`config.mk`:
```
export PLATFORM = sky130hd
export DESIGN_NAME = pc_unit_flat
export DESIGN_NICKNAME = d
export VERILOG_FILES = /design/src/rtl/pc_unit_if.sv /design/src/rtl/pc_unit.sv /design/src/flat_wrapper.sv
export SDC_FILE = /design/constraint.sdc
export NUM_CORES = 1
export LEC_CHECK = 0
export CORE_AREA = 2 2 132 134
export CTS_BUF_LIST = sky130_fd_sc_hd__clkbuf_4 sky130_fd_sc_hd__clkbuf_8 sky130_fd_sc_hd__clkbuf_16
export CTS_CLUSTER_SIZE = 40
export DETAILED_ROUTE_END_ITERATION = 10
export DIE_AREA = 0 0 134 136
export PLACE_DENSITY = 0.85
export SYNTH_ARGS = -nofsm -noshare
export SYNTH_HDL_FRONTEND = slang
export SYNTH_SLANG_ARGS = --single-unit
```
`constraint.sdc`:
```
create_clock -name clk -period 10.35 [get_ports clk]
set_input_delay 2.07 -clock clk [delete_from_list [all_inputs] [get_ports clk]]
set_output_delay 2.07 -clock clk [all_outputs]
set_load 0.05 [all_outputs]
```
`src/rtl/pc_unit_if.sv`:
```
// pc_unit_if: control inputs and PC/RAS status outputs of the program-counter unit.
interface pc_unit_if #(parameter int WIDTH = 32);
  logic stall;
  logic branch_taken;
  logic jump;
  logic call;
  logic ret;
  logic [WIDTH-1:0] branch_offset;
  logic [WIDTH-1:0] jump_target;
  logic [WIDTH-1:0] pc;
  logic [WIDTH-1:0] pc_plus_inc;
  logic ras_empty;
  logic ras_full;
  logic ras_err;
  logic misaligned;
  modport master (
    output stall, branch_taken, jump, call, ret, branch_offset, jump_target,
    input  pc, pc_plus_inc, ras_empty, ras_full, ras_err, misaligned
  );
  modport slave (
    input  stall, branch_taken, jump, call, ret, branch_offset, jump_target,
    output pc, pc_plus_inc, ras_empty, ras_full, ras_err, misaligned
  );
endinterface

```
`src/rtl/pc_unit.sv`:
```
// pc_unit: program counter with stall/branch/jump/call/return and a circular return-address stack.
// Define PC_ALIGN_CHECK_EN to force next PC onto INC alignment and flag MISALIGNED.
module pc_unit #(
  parameter int WIDTH = 32,
  parameter logic [WIDTH-1:0] RESET_VECTOR = '0,
  parameter int INC = 4,
  parameter int RAS_DEPTH = 4
) (
  input logic clk,
  input logic rst,
  pc_unit_if.slave bus
);
  localparam int PW = $clog2(RAS_DEPTH);
  localparam int CW = $clog2(RAS_DEPTH + 1);
`ifdef PC_ALIGN_CHECK_EN
  localparam logic [WIDTH-1:0] MASK = WIDTH'(INC - 1);
`endif
  logic [WIDTH-1:0] pc_q, pc_d, pc_inc, sel, top;
  logic [WIDTH-1:0] ras_q [RAS_DEPTH];
  logic [PW-1:0] tp_q, tp_d, tp_nxt, tp_prv, widx;
  logic [CW-1:0] cnt_q, cnt_d;
  logic err_q, err_d, mis_q, mis_d;
  logic empty, full, go, push, pop, swap, we;
  always_comb begin
    empty = cnt_q == '0;
    full = cnt_q == CW'(RAS_DEPTH);
    go = !bus.stall;
    pc_inc = pc_q + WIDTH'(INC);
    top = ras_q[tp_q];
    tp_nxt = (tp_q == PW'(RAS_DEPTH - 1)) ? '0 : tp_q + PW'(1);
    tp_prv = (tp_q == '0) ? PW'(RAS_DEPTH - 1) : tp_q - PW'(1);
    sel = bus.ret ? (empty ? pc_inc : top) :
          (bus.call || bus.jump) ? bus.jump_target :
          bus.branch_taken ? pc_inc + bus.branch_offset : pc_inc;
    push = go && bus.call && !bus.ret;
    pop = go && bus.ret && !bus.call && !empty;
    swap = go && bus.call && bus.ret;
    we = push || swap;
    // a push onto a full stack lands on the oldest slot, giving circular overwrite
    widx = push ? tp_nxt : tp_q;
    tp_d = push ? tp_nxt : pop ? tp_prv : tp_q;
    cnt_d = push ? (full ? cnt_q : cnt_q + CW'(1)) :
            pop ? cnt_q - CW'(1) :
            (swap && empty) ? CW'(1) : cnt_q;
    err_d = err_q || (go && bus.ret && empty);
`ifdef PC_ALIGN_CHECK_EN
    pc_d = go ? (sel & ~MASK) : pc_q;
    mis_d = mis_q || (go && |(sel & MASK));
`else
    pc_d = go ? sel : pc_q;
    mis_d = 1'b0;
`endif
  end
  always_ff @(posedge clk or posedge rst) begin
    if (rst) begin
      pc_q <= RESET_VECTOR;
      tp_q <= '0;
      cnt_q <= '0;
      err_q <= 1'b0;
      mis_q <= 1'b0;
    end else begin
      pc_q <= pc_d;
      tp_q <= tp_d;
      cnt_q <= cnt_d;
      err_q <= err_d;
      mis_q <= mis_d;
    end
  end
  // entries are only read while counted valid, so storage needs no reset
  always_ff @(posedge clk) begin
    if (we) ras_q[widx] <= pc_inc;
  end
  assign bus.pc = pc_q;
  assign bus.pc_plus_inc = pc_inc;
  assign bus.ras_empty = empty;
  assign bus.ras_full = full;
  assign bus.ras_err = err_q;
  assign bus.misaligned = mis_q;
endmodule

```
`src/flat_wrapper.sv`:
```
// flat-port wrapper written by rule: the top's interface ports become plain ports
module pc_unit_flat 
#(
  parameter int WIDTH = 32,
  parameter logic [WIDTH-1:0] RESET_VECTOR = '0,
  parameter int INC = 4,
  parameter int RAS_DEPTH = 4
)
  (clk, rst, bus_stall, bus_branch_taken, bus_jump, bus_call, bus_ret, bus_branch_offset, bus_jump_target, bus_pc, bus_pc_plus_inc, bus_ras_empty, bus_ras_full, bus_ras_err, bus_misaligned);
  pc_unit_if #(.WIDTH(WIDTH)) bus_i ();
  input logic clk;
  input logic rst;
  input wire logic [$bits(bus_i.stall)-1:0] bus_stall;
  input wire logic [$bits(bus_i.branch_taken)-1:0] bus_branch_taken;
  input wire logic [$bits(bus_i.jump)-1:0] bus_jump;
  input wire logic [$bits(bus_i.call)-1:0] bus_call;
  input wire logic [$bits(bus_i.ret)-1:0] bus_ret;
  input wire logic [$bits(bus_i.branch_offset)-1:0] bus_branch_offset;
  input wire logic [$bits(bus_i.jump_target)-1:0] bus_jump_target;
  output wire logic [$bits(bus_i.pc)-1:0] bus_pc;
  output wire logic [$bits(bus_i.pc_plus_inc)-1:0] bus_pc_plus_inc;
  output wire logic [$bits(bus_i.ras_empty)-1:0] bus_ras_empty;
  output wire logic [$bits(bus_i.ras_full)-1:0] bus_ras_full;
  output wire logic [$bits(bus_i.ras_err)-1:0] bus_ras_err;
  output wire logic [$bits(bus_i.misaligned)-1:0] bus_misaligned;
  assign bus_i.stall = bus_stall;
  assign bus_i.branch_taken = bus_branch_taken;
  assign bus_i.jump = bus_jump;
  assign bus_i.call = bus_call;
  assign bus_i.ret = bus_ret;
  assign bus_i.branch_offset = bus_branch_offset;
  assign bus_i.jump_target = bus_jump_target;
  assign bus_pc = bus_i.pc;
  assign bus_pc_plus_inc = bus_i.pc_plus_inc;
  assign bus_ras_empty = bus_i.ras_empty;
  assign bus_ras_full = bus_i.ras_full;
  assign bus_ras_err = bus_i.ras_err;
  assign bus_misaligned = bus_i.misaligned;
  pc_unit #(.WIDTH(WIDTH), .RESET_VECTOR(RESET_VECTOR), .INC(INC), .RAS_DEPTH(RAS_DEPTH)) u_core (.clk(clk), .rst(rst), .bus(bus_i));
endmodule
```
Word level (Yosys, flattened, before mapping)
Memories as Yosys holds them, arrays and structs flattened.
Index checks and enable logic that the tools add are counted.
{"block": "classes", "n_eq_ne": 3, "mux": 15, "n_bitwise": 0, "n_reduce_logical": 20, "n_mul": 0, "order_cmp": 0, "addsub": 6, "n_div": 0, "n_shift": 0}
{"operator": "32-bit 2-to-1 mux", "n": 4}
{"operator": "32-bit by 3-bit adder with 32-bit output, second input constant", "n": 1}
{"operator": "32-bit adder", "n": 1}
{"operator": "3-bit 2-to-1 mux", "n": 4}
{"operator": "2-bit 2-to-1 mux", "n": 5}
{"operator": "1-bit logical AND", "n": 8}
{"operator": "1-bit zero test", "n": 4}
{"operator": "3-bit by 1-bit adder with 3-bit output, second input constant", "n": 1}
{"operator": "3-bit equality test, second input constant", "n": 1}
{"operator": "3-bit zero test", "n": 1}
{"operator": "1-bit logical OR", "n": 3}
{"operator": "3-bit nonzero test", "n": 1}
{"operator": "3-bit by 1-bit subtractor with 3-bit output, second input constant", "n": 1}
{"operator": "2-bit by 1-bit adder with 2-bit output, second input constant", "n": 1}
{"operator": "2-bit equality test, second input constant", "n": 1}
{"operator": "2-bit zero test", "n": 1}
{"operator": "1-bit 2-to-1 mux", "n": 2}
{"operator": "2-bit != test, second input constant", "n": 1}
{"operator": "2-bit AND reduction", "n": 1}
{"operator": "2-bit nonzero test", "n": 1}
{"operator": "2-bit by 1-bit subtractor with 2-bit output, second input constant", "n": 1}
{"block": "totals", "register_bits": 38, "memories": 1, "latch_bits": 0, "out_inout_bits": 68, "mem_bits_ro": 0, "ramBits": 128, "wordCells": 49}
{"name": "u_core.ras_q", "words": 4, "width": 32, "read_ports": 1, "rd_clocked_by_memory_dff": 0, "write_ports": 1, "line": "pc_unit.sv:19", "source": "logic [WIDTH-1:0] ras_q [RAS_DEPTH];"}

Logic depth before layout (Yosys ltp)
{"block": "logic_depth", "word_depth": 7, "depth_mapped": 16, "depth_no_buf": 15}

Least setup slack after synthesis
OpenSTA, ideal clock, no wires.
{"block": "synth_timing", "path_type": "in2reg", "from": "input port bus_ret", "to": "memory u_core.ras_q[2][0], enable pin", "arrival_time_ns": 4.613, "setup_ns": 0.432, "slack_ns": 5.305, "path_stages": 5, "n_path_buf": 3, "path_cell_list": "clkbuf_1 > clkbuf_1 > buf_1 > nand3_1 > a21oi_1"}
{"block": "synth_between", "elab_chain_cells": 5}
{"element": "from (decl)", "line": "flat_wrapper.sv:17", "source": "input wire logic [$bits(bus_i.ret)-1:0] bus_ret;"}
{"element": "1-bit zero test", "line": "pc_unit.sv:35", "source": "push = go && bus.call && !bus.ret;"}
{"element": "1-bit logical AND", "line": "pc_unit.sv:35"}
{"element": "1-bit logical OR", "line": "pc_unit.sv:38", "source": "we = push || swap;"}
{"element": "1-bit 2-to-1 mux", "line": "pc_unit.sv:71", "source": "if (we) ras_q[widx] <= pc_inc;"}
{"element": "1-bit 2-to-1 mux (implied by the code)", "line": "pc_unit.sv:71"}
{"element": "to (decl)", "line": "pc_unit.sv:19"}
Several ways; a longest one is shown, not always the timed one.

Worst setup path in the final report
{"block": "layout_timing", "from": "register u_core.pc_q[8] (netlist: u_core.bus.pc[8])", "to": "output port bus_pc_plus_inc[23]"}
{"block": "layout_between", "elab_chain_cells": 1}
{"element": "from (decl)", "line": "pc_unit.sv:18", "source": "logic [WIDTH-1:0] pc_q, pc_d, pc_inc, sel, top;"}
{"element": "from (signal assigned)", "line": "pc_unit.sv:62", "source": "pc_q <= pc_d;"}
{"element": "32-bit by 3-bit adder with 32-bit output", "line": "pc_unit.sv:28", "source": "pc_inc = pc_q + WIDTH'(INC);"}
{"element": "to (decl)", "line": "flat_wrapper.sv:21", "source": "output wire logic [$bits(bus_i.pc_plus_inc)-1:0] bus_pc_plus_inc;"}
Every way passes these cells.

==> summary by stage <==
Routing
Summing over every cut layer, the via total after detailed routing is 8109. The number of DRC markers in iteration 0 is 1097. Dividing the detail-routed wire length by the instance count gives about 23 um. The total wirelength of the detailed-routed design is 28.29 mm. For this run, the detailed router's first-pass iteration total came to 6. In this run the remaining antenna-violating nets after routing total 0. After detailed routing, the number of vias per cell comes to 6.598.

The post-detailed-route DRC marker count is 0.

Layout
In the final layout, the share of cells above drive strength 1 is 0.1155. For this run, the post-layout net count is 1108. The number of diodes is 0. The finished layout holds 1229 standard cells, fillers aside. The area growth from synthesis to layout is 21.28%. The final core utilization is 0.7153.

Power
The maximum VDD drop is 0.0001483 V. The part of the power in the clock network is 0.181. Of the total power, the share spent switching nets is 0.4524. Power spread over the standard cell area amounts to 292.2 mW/mm^2. Internal power comes to 1932 uW. The leakage power summed over all cells is 0.004468 uW. The proportion of power drawn by flip-flops and latches is 0.287. The analysis attributes to net switching a power of around 1600 uW. The combinational fraction of design power is 0.531.

Critical path
The start-to-end type of the worst setup path is reg2out. The type of element launching the critical path is a flip-flop. The type of destination of the critical path is an output pin. The arrival time of data at the critical path endpoint is 3.52 ns.

At the worst endpoint, the required time is 8.28 ns. Measured in cells, the most critical reg-to-reg path has a length of 13. Of all nets on the critical path, the largest fanout is 9.

Die
The die is around 130 um wide. The die height is ~140 um. The number of top-level pins is 139.

In this run the core area contains 48 standard-cell rows. The die covers 0.01822 sq mm. The starting density of the core is 0.5898. The total area inside the core boundary comes to about 0.017 sq mm.

Yosys
The count of flip-flops with a built-in enable after synthesis is around 130. Of all flip-flops after synthesis, the portion carrying an async set or reset was 0.2289. The synthesized flop and latch total is around 170. The largest family of logic cells by synthesized area is compound AO/OA/AOI/OAI gates. The predominant post-synthesis flop cell is sky130_fd_sc_hd__edfxtp_1. The post-synthesis area per instance is 11.40 sq um.

The synthesized-area fraction occupied by xor and xnor cells is 0.04387. The share of synthesized area spent on multiplexers is 0.08297. The number of nets handed over by synthesis was 990.

The number of distinct standard cells referenced by the synthesized netlist is 85. In the synthesized netlist, the number of instances is 873. The total standard cell area after synthesis is 0.009953 sq mm. During synthesis, Yosys emitted a total of 0 warnings. Of the total synthesized cell area, the portion taken by full adders, half adders and majority gates is 0.05858. The simple-gate area share of the yosys netlist is 0.1223.

The synthesized-area fraction occupied by ao, oa, aoi and oai cells came to 0.1775. For this run, the register share of the synthesized area comes to 0.4817.

Timing
The setup TNS is 0 ns. The final period utilization is 0.5402. The number of hold violations in the final report is 0. The post-layout minimum cycle time is 5.591 ns. Setup violations remaining at the end of the flow were counted as 0.

Setup repair after global routing left no endpoint under its margin. Between clock sinks in the finished design, the worst skew comes to just over 0.009 ns. The number of slew-limit violations in the final report is 0.

The relative max-transition margin is 0.2364. The transition time at the pin with the least slew margin is 1.143 ns. Based on the critical path, the design can be clocked at up to 178.9 MHz.

Place
The wire-length estimate of the detail-placed layout is 19.33 mm. The instance count after placement with tap cells included is 1197. The routability congestion estimate is slightly above 0.9.

During placement, the flow inserted port buffers numbering 137.

Clocking
TritonCTS created 17 clock buffers. The CTS sink count is 166. TritonCTS built the clock tree. The later pin in the worst-skew pair is clocked with a latency of 0.44 ns. The H-tree was split into 4 levels.

The clock passes through at most 2 buffers. After clock tree synthesis, the setup repair step added 0 buffers. Clock-pin slew was measured on the worst setup and hold paths at 0.07 ns. Post-CTS repair changed the size of 0 cells. The cts-stage hold buffer count is 0.

The cell sitting at the root of the clock tree is a sky130_fd_sc_hd__clkbuf_16.

Global routing
The via count of the first global-routing pass is 7534. The global route total overflow is 0. The global-route usage over all layers is 0.3162.

The first-pass GRT wire length is 43.21 mm. Entering global routing, the biggest net connects 53 pins. The number of antenna violations at the first check in global routing is 0.

Hold path
Along the worst hold path, the cell count comes to 1. The path class of the tightest hold or removal check is reg2reg.

Status
The run finished with clean final reports.

Flow run
Across the run, the number of max-cap violations was 0.
[critical path, stage by stage (launching register included)]
cell	delay, ns
sky130_fd_sc_hd__dfrtp_1	0.48
sky130_fd_sc_hd__and3_2	0.29
sky130_fd_sc_hd__nand3_4	0.16
sky130_fd_sc_hd__nor3_4	0.39
sky130_fd_sc_hd__nand2_1	0.12
sky130_fd_sc_hd__xnor2_1	0.67
sky130_fd_sc_hd__clkdlybuf4s50_1	0.96
[state kept, by name, indices dropped and copies added (netlist names)]
name                flops
u_core.bus.pc          32
u_core.bus.ras_err      1
u_core.cnt_q            3
u_core.ras_q          128
u_core.tp_q             2
[final timing paths]
kind                               startpoint                   to  slack [ns]
setup / recovery             u_core.bus.pc[8]  bus_pc_plus_inc[23]        4.76
hold / removal             u_core.bus.ras_err   u_core.bus.ras_err        0.49
setup reg to reg             u_core.bus.pc[8]    u_core.bus.pc[23]        6.08
hold reg to reg            u_core.bus.ras_err   u_core.bus.ras_err        0.49
max in group asynchronous                 rst       u_core.tp_q[0]        7.85
min in group asynchronous                 rst     u_core.bus.pc[1]        2.06
[routing by layer]
layer	wire (um)	share of wire	GRT usage
met5	0	0	0
met4	777	0.027	0.1076
met3	2804	0.099	0.05630
met2	13080	0.46	0.4892
met1	11640	0.41	0.4554
[through the flow]
stage	instance area [sq um]	setup WS [ns]	power, uW	hold slack, ns
floorplan	9953	5.305	2320	0.4847
global placement	11490	5.370	2821	0.4795
detailed placement	11490	5.303	2849	0.4719
CTS	12070	4.814	3497	0.4908
global route	12070	4.659	3675	0.5282
finish	12070	4.759	3528	0.4911
[placed cells by master, fill, tap and decap left out, types with 30 or more instances in the layout]
cell type and count:
sky130_fd_sc_hd__o21ai_0 53, sky130_fd_sc_hd__a21oi_1 61, sky130_fd_sc_hd__mux4_2 32, sky130_fd_sc_hd__ha_1 45
sky130_fd_sc_hd__clkdlybuf4s50_1 135, sky130_fd_sc_hd__dfrtp_1 37, sky130_fd_sc_hd__nand2_1 72, sky130_fd_sc_hd__edfxtp_1 128
sky130_fd_sc_hd__xnor2_1 30, sky130_fd_sc_hd__nor2_1 60
[cell usage after synthesis, types with 9 or more instances]
cell type / count / share of area
sky130_fd_sc_hd__nand2_1: 72 / 0.027
sky130_fd_sc_hd__o211ai_1: 12 / 0.0091
sky130_fd_sc_hd__inv_1: 22 / 0.0083
sky130_fd_sc_hd__and2_1: 9 / 0.0057
sky130_fd_sc_hd__a21o_1: 25 / 0.019
sky130_fd_sc_hd__nor2_1: 63 / 0.024
sky130_fd_sc_hd__nand4_1: 14 / 0.0088
sky130_fd_sc_hd__clkbuf_1: 31 / 0.012
sky130_fd_sc_hd__a211oi_1: 12 / 0.0091
sky130_fd_sc_hd__edfxtp_1: 128 / 0.39
sky130_fd_sc_hd__o21ai_0: 53 / 0.027
sky130_fd_sc_hd__nand3_1: 28 / 0.014
sky130_fd_sc_hd__dfrtp_1: 38 / 0.096
sky130_fd_sc_hd__xnor2_1: 30 / 0.026
sky130_fd_sc_hd__ha_1: 45 / 0.057
sky130_fd_sc_hd__a21oi_1: 62 / 0.031
sky130_fd_sc_hd__mux4_2: 32 / 0.072
sky130_fd_sc_hd__nor3_1: 12 / 0.0060
sky130_fd_sc_hd__xor2_1: 18 / 0.016
[power by group through the flow]
stage               registers (uW)  clock network (uW)  logic [uW]
finish                        1010                 640        1870
global route                  1020                 664        1990
CTS                           1010                 639        1850
detailed placement            1020                   0        1830
global placement              1010                   0        1810
floorplan                     1150                   0        1170
[layout make-up]
cell class,count,area [sq um]
Multi-Input combinational cell,634,4867
Fill cell,1173,4805
Sequential cell,166,4796
Timing Repair Buffer,150,1459
Clock buffer,17,425.4
Tap cell,225,281.5
Clock inverter,15,160.2
Inverter,22,82.58
[cell families after synthesis]
logic type,Yosys count
compound gates,253
xor+xnor,49
mux,42
simple gates,243
buf+inv,73
fa+ha+maj,46
other cells,1
flops,166
No activity file was read; power rests on OpenSTA's default activity.
